$ cat config.mk
export PLATFORM = sky130hd
export DESIGN_NAME = updown_counter_param
export DESIGN_NICKNAME = d
export VERILOG_FILES = /design/src/rtl/counter_pkg.sv /design/src/rtl/udc_next_calc.sv /design/src/rtl/updown_counter_param.sv
export SDC_FILE = /design/constraint.sdc
export NUM_CORES = 1
export LEC_CHECK = 0
export CAP_MARGIN = 20
export CORE_ASPECT_RATIO = 0.6
export CORE_MARGIN = 2
export CORE_UTILIZATION = 49
export DETAILED_ROUTE_END_ITERATION = 10
export GPL_TIMING_DRIVEN = 0
export PLACE_DENSITY_LB_ADDON = 0.15
export SLEW_MARGIN = 20
export SYNTH_ARGS = -nofsm -noshare
export SYNTH_HDL_FRONTEND = slang
export SYNTH_SLANG_ARGS = --single-unit
$ cat constraint.sdc
create_clock -name CLK -period 2 [get_ports CLK]
set_input_delay 0.2 -clock CLK [delete_from_list [all_inputs] [get_ports CLK]]
set_output_delay 0.2 -clock CLK [all_outputs]
set_load 0.05 [all_outputs]
$ cat src/rtl/counter_pkg.sv
// Shared encodings for the counter family's direction and bound-handling controls.
package counter_pkg;

  localparam logic MODE_UP   = 1'b1;
  localparam logic MODE_DOWN = 1'b0;
  localparam logic SAT_ON    = 1'b1;
  localparam logic SAT_WRAP  = 1'b0;

endpackage : counter_pkg

$ cat src/rtl/udc_next_calc.sv
// Combinational next-count calculation for updown_counter_param: applies one step
// up or down in WIDTH+1 bits and resolves range overrun by wrapping or clamping.
module udc_next_calc
  import counter_pkg::*;
#(
  parameter int WIDTH   = 8,
  parameter int MAX_VAL = 2**WIDTH-1,
  parameter int STEP    = 1
) (
  input  logic [WIDTH-1:0] count_i,
  input  logic             mode_i,
  input  logic             sat_i,
  output logic [WIDTH-1:0] next_o,
  output logic             wrap_o,
  output logic             bound_hit_o
);

  localparam logic [WIDTH:0] MAX_W  = (WIDTH+1)'(MAX_VAL);
  localparam logic [WIDTH:0] STEP_W = (WIDTH+1)'(STEP);
  localparam logic [WIDTH:0] MOD_W  = MAX_W + (WIDTH+1)'(1);

  logic [WIDTH:0]   count_w;
  logic [WIDTH:0]   sum_w;
  logic [WIDTH-1:0] result;
  logic             out_of_range;

  assign count_w = {1'b0, count_i};
  assign sum_w   = count_w + STEP_W;

  // A step that leaves 0..MAX_VAL is the single bound event: it drives the
  // wrap/clamp choice and TC, and also covers holding at a saturated bound.
  // NOTE: every output gets a default first so no path can infer a latch.
  always_comb begin
    result       = count_i;
    out_of_range = 1'b0;
    unique case (mode_i)
      MODE_UP: begin
        out_of_range = (sum_w > MAX_W);
        if (!out_of_range)        result = WIDTH'(sum_w);
        else if (sat_i == SAT_ON) result = WIDTH'(MAX_W);
        else                      result = WIDTH'(sum_w - MOD_W);
      end
      MODE_DOWN: begin
        out_of_range = (count_w < STEP_W);
        if (!out_of_range)        result = WIDTH'(count_w - STEP_W);
        else if (sat_i == SAT_ON) result = '0;
        else                      result = WIDTH'(count_w + MOD_W - STEP_W);
      end
      default: ;
    endcase
  end

  assign next_o      = result;
  assign wrap_o      = out_of_range && (sat_i == SAT_WRAP);
  assign bound_hit_o = out_of_range;

endmodule : udc_next_calc

$ cat src/rtl/updown_counter_param.sv
// Parametrised up/down counter with load, enable, wrap/saturate, a registered
// terminal-count pulse and a sticky overflow flag.
module updown_counter_param
  import counter_pkg::*;
#(
  parameter int WIDTH   = 8,
  parameter int MAX_VAL = 2**WIDTH-1,
  parameter int STEP    = 1,
  parameter int RST_VAL = 0
) (
  input  logic             CLK,
  input  logic             RST,
  input  logic             EN,
  input  logic             MODE,
  input  logic             SAT,
  input  logic             LOAD,
  input  logic [WIDTH-1:0] LOAD_VAL,
  input  logic             CLR_OVF,
  output logic [WIDTH-1:0] OUT,
  output logic             TC,
  output logic             OVF
);

  if (WIDTH < 2) begin : g_chk_width
    $error("updown_counter_param: WIDTH must be at least 2");
  end
  if (MAX_VAL < 1 || longint'(MAX_VAL) > (longint'(1) << WIDTH) - 1) begin : g_chk_max
    $error("updown_counter_param: MAX_VAL must lie in 1..2**WIDTH-1");
  end
  if (STEP < 1 || STEP > MAX_VAL) begin : g_chk_step
    $error("updown_counter_param: STEP must lie in 1..MAX_VAL");
  end
  if (RST_VAL < 0 || RST_VAL > MAX_VAL) begin : g_chk_rst
    $error("updown_counter_param: RST_VAL must lie in 0..MAX_VAL");
  end

  localparam logic [WIDTH-1:0] MAX_Q = WIDTH'(MAX_VAL);
  localparam logic [WIDTH-1:0] RST_Q = WIDTH'(RST_VAL);

  logic [WIDTH-1:0] out_q, out_d;
  logic             tc_q, tc_d;
  logic             ovf_q, ovf_d;
  logic [WIDTH-1:0] next_count;
  logic [WIDTH-1:0] load_clamped;
  logic             wrap;
  logic             bound_hit;

  udc_next_calc #(
    .WIDTH   (WIDTH),
    .MAX_VAL (MAX_VAL),
    .STEP    (STEP)
  ) u_next_calc (
    .count_i     (out_q),
    .mode_i      (MODE),
    .sat_i       (SAT),
    .next_o      (next_count),
    .wrap_o      (wrap),
    .bound_hit_o (bound_hit)
  );

  assign load_clamped = (LOAD_VAL > MAX_Q) ? MAX_Q : LOAD_VAL;

  // A wrap in the same cycle as CLR_OVF keeps OVF set.
  always_comb begin
    out_d = out_q;
    tc_d  = 1'b0;
    ovf_d = ovf_q && !CLR_OVF;
    if (LOAD) begin
      out_d = load_clamped;
    end else if (EN) begin
      out_d = next_count;
      tc_d  = bound_hit;
      if (wrap) ovf_d = 1'b1;
    end
  end

  // NOTE: non-blocking assignments so every register samples pre-edge values.
  always_ff @(posedge CLK or negedge RST) begin
    if (!RST) begin
      out_q <= RST_Q;
      tc_q  <= 1'b0;
      ovf_q <= 1'b0;
    end else begin
      out_q <= out_d;
      tc_q  <= tc_d;
      ovf_q <= ovf_d;
    end
  end

  assign OUT = out_q;
  assign TC  = tc_q;
  assign OVF = ovf_q;

endmodule : updown_counter_param

==> metrics.cfg, run 1 <==
[critical_path]
crit_arrival_ns=2.17
cp-end-kind=register
cp.required_ns=2.19
r2r_start=OUT[0]
ff2ff_setup_slack_ns=0.02
crit_type=reg -> reg
worstRegToRegCells=8
crit_path_start_kind=register
timing.rr.end=OUT[2]
worstPathMaxFanout=7

[detailed_routing]
detail_route.wl_per_cell_um=16.64
vias_per_cell=5.975
routed-via-count=1219
routed_wl_um=3395
drtAntennaViolNets=0
drtIter0Drc=82
drcViolationCount=0
firstDrtPassIters=4

[clock_network]
cts_hold_buf=0
cts_root_buf=clkbuf_4
clk_pin_slew_ns=0.08
clk_latency_ns=0.27
cts.sinks=10
cts_tree=yes
clock_path_buffers=2
cts_made_buffers=3
htreeDepth=1

[worst_hold_path]
hp-class=in -> async

[synth]
synth.avg_cell_area_um2=7.857
synth_top_area_share_pct=23.42
yosys.cell_types.count=45
synth_area_um2=1069
synth_top_area_cell=dfrtp_1
async_reset_ff_share_pct=100.0
synthesis.nets=154
synth_common_cells=nor2_1 (22), nand2_1 (13), a21oi_1 (12)
ys_ff_latch=10
synthCells=136
synth-seq-area-share_pct=23.42
synth_top_flop_cell=dfrtp_1
ys_warn_count=0
synth-edff-count=0
ys_top_cells_by_area=dfrtp_1 (23%), nor2_1 (7.7%), buf_6 (6.3%)
synth.most_common_cell=nor2_1

[outcome]
status=finished clean

[floorplan]
die_x_um=64.29
initial_core_util_pct=50.53
die_y_um=40.17
dieArea_um2=2582
coreArea_um2=2115
rows=13
ios=25

[power_and_ir_drop]
total_power_uw=920.7
p_per_area_nw_per_um2=591.0
ir_worst_vdd_mv=0.4148
cellLeakagePower_nw=0.5999

[grt]
grt_max_degree=11
grt_pass1_vias=1039
grt_first_pass_wirelength_um=5071
antenna_found_initial=0
grt_util_all_layers_pct=27.17
grt_overflow_total=0

[timing]
hold_ws_ns=0.2455
max_slew_margin_pct=66.87
fin_ws_ns=0.02161
skew_ns=0.005140
fmax_ghz=0.5055
fin_crit_sh_pct=98.92
hold_viol=0
worstMarginPinSlew_ns=0.4954
setup_viol=0
rsz0062_at_grt=yes
fin_crit_ns=1.978
slew_viol_final=0

[layout]
nets=193
antenna_cells=0
area_growth_pct=45.78
final.fill_count=157
final_util_pct=73.67
finalNonFillerCells=204
drive_gt1_share_pct=30.46

[run]
maxCapViolations=0

[place]
globalplace.congestion=0.8521
dp_hpwl_um=2208
pre_cts_ws_ns=-0.1071
dp_cells=188
port_buffers=22

## report_power, final
group          internal [mW]  switching [mW]
clock network          0.111          0.0848
registers              0.222          0.0348
logic                  0.205           0.264
## through the flow
stage / area, µm² / TNS (ns)
floorplan: 1076 / 0
global placement: 1334 / -0.2300
detailed placement: 1334 / -0.6852
CTS: 1475 / -0.1021
global route: 1558 / -0.2213
finish: 1558 / 0
## registers in the layout (all words and copies together) (netlist names)
register,flops
OUT,8
OVF,1
TC,1
## metal layers
layer,up-vias,track usage [%],wire (µm)
li1,569,-,-
met1,574,35.98,1419
met2,71,45.05,1548
met3,5,8.427,395
met4,0,5.319,31
met5,-,0,0
## area by class of cell
cell class              count  area (µm²)  share of cell area, %
repair buffers             34       317.8                  20.40
flip-flops and latches     10       252.7                  16.22
multi-input cells         111       790.8                  50.76
inverters                   4       17.52                  1.125
plain buffers              11       105.1                  6.747
clock buffers               4       36.28                  2.329
well taps                  30       37.54                  2.410
## kinds of logic (layout without fill, tap and decap cells)
| group | after synthesis | after routing | synth area share, % |
|---|---|---|---|
| adders and majority gates | 3 | 3 | 3.513 |
| DFF | 10 | 10 | 23.42 |
| buffers and inverters | 15 | 53 | 11.24 |
| muxes | 1 | 1 | 0.9368 |
| xor gates and xnor gates | 3 | 3 | 2.459 |
| and+or+nand+nor | 63 | 63 | 33.73 |
| AOI/OAI and AO/OA | 41 | 41 | 24.71 |
## worst max-delay path, stage by stage (launching register included)
cell and delay [ns]:
dfrtp_2 0.43, buf_6 0.13, ha_4 0.16, and3_4 0.19, xor2_2 0.16, nand3_2 0.10, o31ai_4 0.33, nand3_4 0.17
a31oi_1 0.21
## repair_timing
item | in CTS | in global routing
endpoints found under the setup margin | 9 | 9
pin swaps | 7 | 12
buffers inserted | 9 | 3
resized for setup | 8 | 13
## worst max-delay path by stage
| stage | start | end | cells past startpoint |
|---|---|---|---|
| floorplan | OUT[1] | OVF | 7 |
| global placement | OUT[1] | OUT[1] | 7 |
| detailed placement | OUT[1] | OUT[2] | 7 |
| CTS | OUT[0] | OUT[6] | 9 |
| global route | OUT[0] | OUT[6] | 11 |
| finish | OUT[0] | OUT[2] | 8 |
## cells in the final DEF, fill, tap and decap left out, drive strengths merged
master         netlist  layout
and3                 2       2
nor4                 1       1
o21ai               11      11
nor2b                1       1
nand2b               2       2
or3b                 1       1
clkbuf               2       6
o21bai               1       1
nor3b                2       2
inv                  4       4
o32ai                1       1
xor2                 1       1
a211o                1       1
mux2i                1       1
ha                   3       3
o41ai                1       1
a22oi                3       3
or4                  1       1
and4                 2       2
nand4                2       2
nor2                23      23
a21o                 1       1
buf                  9      21
nand3                7       7
a31oi                8       8
clkdlybuf4s50        0      22
dfrtp               10      10
xnor2                2       2
nor3                 4       4
o31ai                2       2
nand2               14      14
or2b                 1       1
a21oi               12      12
No activity file was read; power rests on OpenSTA's default activity.
==> run 2, diff against run 1 <==
- CELL_PAD_IN_SITES_DETAIL_PLACEMENT: unset -> 2
- CELL_PAD_IN_SITES_GLOBAL_PLACEMENT: unset -> 2
- CORE_UTILIZATION: 49 -> 28
==> metrics.cfg, run 2 (same netlist as run 1, synthesis figures left out) <==
[outcome]
status=finished, violations left
violations=setup timing

[grt]
antenna_found_initial=0
grt_pass1_vias=1334
grt_util_all_layers_pct=21.58
grt_overflow_total=0
grt_first_pass_wirelength_um=7224
grt_max_degree=11

[floorplan]
rows=17
die_x_um=83.75
dieArea_um2=4342
coreArea_um2=3659
ios=25
die_y_um=51.85
initial_core_util_pct=29.21

[critical_path]
crit_path_start_kind=register
cp-startpoint=OUT[0]
endpoint=OUT[6]
timing.rr.end=OUT[6]
slowest_stage=or4_4
path_cells=buf_6 -> inv_6 -> ha_4 -> nor3b_4 -> nand2b_1 -> or4_4 -> a31oi_4 -> mux2i_1 -> o21ai_1
worstPathMaxFanout=3
cp_slowest_stage_delay_ns=0.44
ff2ff_setup_slack_ns=-0.03
cp-end-kind=register
crit_type=reg -> reg
worstRegToRegCells=9
cp.required_ns=2.15
crit_arrival_ns=2.18
r2r_start=OUT[0]

[timing]
max_slew_margin_pct=64.52
fin_crit_ns=2.030
setup_viol=2
slew_viol_final=0
fin_ws_ns=-0.02973
fin_crit_sh_pct=101.5
hold_viol=0
rsz0062_at_grt=yes
worstMarginPinSlew_ns=0.5305
skew_ns=0.002638
fmax_ghz=0.4927

[power_and_ir_drop]
total_power_uw=998.1
ir_worst_vdd_mv=0.2565
cellLeakagePower_nw=0.5912
p_per_area_nw_per_um2=633.1

[layout]
antenna_cells=0
nets=190
largest_reg_flops=8
final_cell_mix=nor2_1 (22), clkdlybuf4s50_1 (22), nand2_1 (13)
drive_gt1_share_pct=28.65
design_area_um2=1577
finalNonFillerCells=218
area_growth_pct=47.54

[detailed_routing]
drtIter0Drc=28
drcViolationCount=0
vias_per_cell=5.468
routed_wl_um=4475
drtAntennaViolNets=0
detail_route.wl_per_cell_um=20.53
routed-via-count=1192
firstDrtPassIters=4

[place]
port_buffers=22
pre_cts_ws_ns=-0.3129
dp_cells=205
dp_hpwl_um=3088
place_area_um2=1355
globalplace.congestion=0.7770

[clock_network]
cts.sinks=10
clock_path_buffers=2
cts_made_buffers=3
cts_tree=yes
cts_hold_buf=0
clk_pin_slew_ns=0.05
htreeDepth=1
cts_root_buf=clkbuf_8
clk_latency_ns=0.24

[run]
maxCapViolations=0

[worst_hold_path]
hp-class=in -> async

## run 2: where the power goes
group | leakage (nW) | internal (mW) | switching, mW
clock network | 0.0288 | 0.174 | 0.0901
registers | 0.121 | 0.222 | 0.0353
logic | 0.441 | 0.194 | 0.282
## run 2: per-layer routing
layer	vias up	share of wire, %	GRT usage (%)
met5	-	0	0
met4	0	1.1	2.957
met3	6	2.9	3.333
met2	25	50	40.27
met1	605	46	27.44
li1	556	-	-
## run 2: worst min path at each step
stage	cells past startpoint	slack (ns)	from	end
after floorplan	0	-0.1	RST	OUT[0]
after global placement	2	0.52	OVF	OVF
after detailed placement	1	0.57	RST	OUT[6]
after CTS	1	0.31	RST	OUT[6]
after global routing	1	0.35	RST	OUT[6]
final	1	0.31	RST	OUT[2]
## run 2: area by class of cell
type                    count  area [µm²]
fillers                   415        2082
multi-input cells         111       797.0
repair buffers             31       287.8
flip-flops and latches     10       252.7
plain buffers              11       105.1
well taps                  47       58.81
clock buffers               4       55.05
inverters                   4       20.02
## run 2: stage by stage
step | setup TNS [ns] | hold slack [ns] | utilization (%)
finish | -0.04304 | 0.3090 | 43.09
global route | -0.3435 | 0.3481 | 43.09
CTS | -0.06996 | 0.3141 | 41.76
detailed placement | -0.8894 | 0.5716 | 37.04
floorplan | 0 | -0.09559 | -
global placement | -0.5004 | 0.5183 | 37.04
## run 2: worst max-delay path: cells and delay by family, from the launching register on
kind,cells,cell delay [ns]
and+or+nand+nor,3,0.77
DFF,1,0.41
AOI/OAI and AO/OA,2,0.34
buffers and inverters,2,0.18
adders and majority gates,1,0.13
muxes,1,0.12
## run 2: what timing repair did
action / 4_1_cts / 5_1_grt
pin swaps: 8 / 9
endpoints found under the setup margin: 9 / 10
gates resized for setup: 11 / 8
buffers inserted: 8 / 1
==> run 3, diff against run 2 <==
- TNS_END_PERCENT: unset -> 5
==> metrics.cfg, run 3 (same netlist as run 1, synthesis figures left out) <==
[grt]
grt_max_degree=11
grt_first_pass_wirelength_um=7134
grt_util_all_layers_pct=21.30
grt_overflow_total=0
grt_pass1_vias=1330
antenna_found_initial=0

[timing]
slew_viol_final=0
worstMarginPinSlew_ns=0.5126
setup_viol=1
skew_ns=0.002164
fin_crit_ns=2.024
fin_ws_ns=-0.02413
hold_viol=0
fmax_ghz=0.4940
max_slew_margin_pct=65.72
rsz0062_at_grt=yes
fin_crit_sh_pct=101.2

[floorplan]
die_y_um=51.85
ios=25
dieArea_um2=4342
die_x_um=83.75
initial_core_util_pct=29.21
coreArea_um2=3659
rows=17

[layout]
nets=189
multi_input_area_um2=790.8
design_area_um2=1563
seq_area_um2=252.7
area_growth_pct=46.25
final.fill_count=415
largest_reg_flops=8
final_cell_mix=nor2_1 (22), clkdlybuf4s50_1 (22), nand2_1 (13)
antenna_cells=0
drive_gt1_share_pct=27.65

[clock_network]
cts_made_buffers=3
htreeDepth=1
clk_pin_slew_ns=0.05
cts_root_buf=clkbuf_8
clock_path_buffers=2
clk_latency_ns=0.24
cts.sinks=10
cts_hold_buf=0
cts_tree=yes

[power_and_ir_drop]
ir_worst_vdd_mv=0.2561
p_sw_share_pct=40.50
p_clk_share_pct=26.5
p_sw_uw=400.6
power_frac_comb_pct=47.5
seq_power_share_pct=26.0
power.internal_uw=588.5
p_per_area_nw_per_um2=632.9
cellLeakagePower_nw=0.5871

[critical_path]
ff2ff_setup_slack_ns=-0.02
crit_type=reg -> reg
cp.required_ns=2.16
worstRegToRegCells=9
crit_arrival_ns=2.18
crit_path_start_kind=register
worstPathMaxFanout=3
timing.rr.end=OUT[6]
r2r_start=OUT[0]
cp-end-kind=register

[detailed_routing]
firstDrtPassIters=4
drcViolationCount=0
drtAntennaViolNets=0
routed_wl_um=4347
vias_per_cell=5.452
detail_route.wl_per_cell_um=20.03
routed-via-count=1183
drtIter0Drc=43

[place]
pre_cts_ws_ns=-0.3129
place_area_um2=1355
port_buffers=22
dp_hpwl_um=3088
globalplace.congestion=0.7770

[outcome]
violations=setup timing
status=finished, violations left

[worst_hold_path]
hp-class=in -> async

[run]
maxCapViolations=0

-- run 3: changes by cell type in the layout (fill, tap and decap cells not counted) --
cell / delta
a31oi_1: +1
a31oi_2: -1
buf_4: -1
-- run 3: timing repair --
action                     in CTS  in global routing
setup buffers                   7                  1
resized for setup              11                  7
setup endpoints to repair       9                  9
pin swaps                       4                  7
-- run 3: worst max-delay path, stage by stage (launching register included) --
cell,delay (ns)
dfrtp_2,0.41
buf_6,0.13
inv_6,0.05
ha_4,0.13
nor3b_4,0.20
nand2b_1,0.12
or4_4,0.44
a31oi_4,0.16
mux2i_1,0.12
o21ai_1,0.17
-- run 3: layout make-up --
cell class | instances | area share, %
Buffer | 11 | 6.725
Inverter | 4 | 1.281
Timing Repair Buffer | 30 | 17.93
Clock buffer | 4 | 3.523
Sequential cell | 10 | 16.17
Tap cell | 47 | 3.763
Multi-Input combinational cell | 111 | 50.60
-- run 3: worst max path at each step --
stage | start | end | slack [ns] | cells past startpoint
3_3_place_gp | OUT[0] | OUT[6] | -0.10 | 9
5_1_grt | OUT[0] | OUT[6] | -0.08 | 9
2_1_floorplan | OUT[1] | OVF | 0.02 | 7
4_1_cts | OUT[0] | OUT[6] | -0.06 | 9
6_report | OUT[0] | OUT[6] | -0.02 | 9
3_5_place_dp | OUT[0] | OUT[6] | -0.31 | 9
-- run 3: power groups by stage --
stage               Combinational (mW)  Sequential (mW)  Clock (mW)
floorplan                        0.198            0.322           0
global placement                 0.384            0.262           0
detailed placement               0.401            0.263           0
CTS                              0.453            0.255       0.266
global route                     0.506            0.260       0.274
finish                           0.470            0.257       0.262
-- run 3: per-layer routing --
layer / track usage [%] / up-vias / wire length [µm] / share of wire (%)
met5: 0 / - / 0 / 0
met4: 3.763 / 0 / 58 / 1.3
li1: - / 550 / - / -
met2: 39.07 / 26 / 2125 / 49
met3: 3.333 / 8 / 126 / 2.9
met1: 27.25 / 599 / 2037 / 47
-- run 3: metrics by stage --
step	hold slack [ns]	total power [mW]	TNS (ns)	utilization (%)	cells
6_report	0.2998	0.9891	-0.02413	42.72	217
5_1_grt	0.3367	1.040	-0.4163	42.72	217
4_1_cts	0.3141	0.9746	-0.07163	41.55	216
3_5_place_dp	0.5716	0.6637	-0.8894	37.04	205
3_3_place_gp	0.5183	0.6453	-0.5004	37.04	205
2_1_floorplan	-0.09559	0.5199	0	-	136
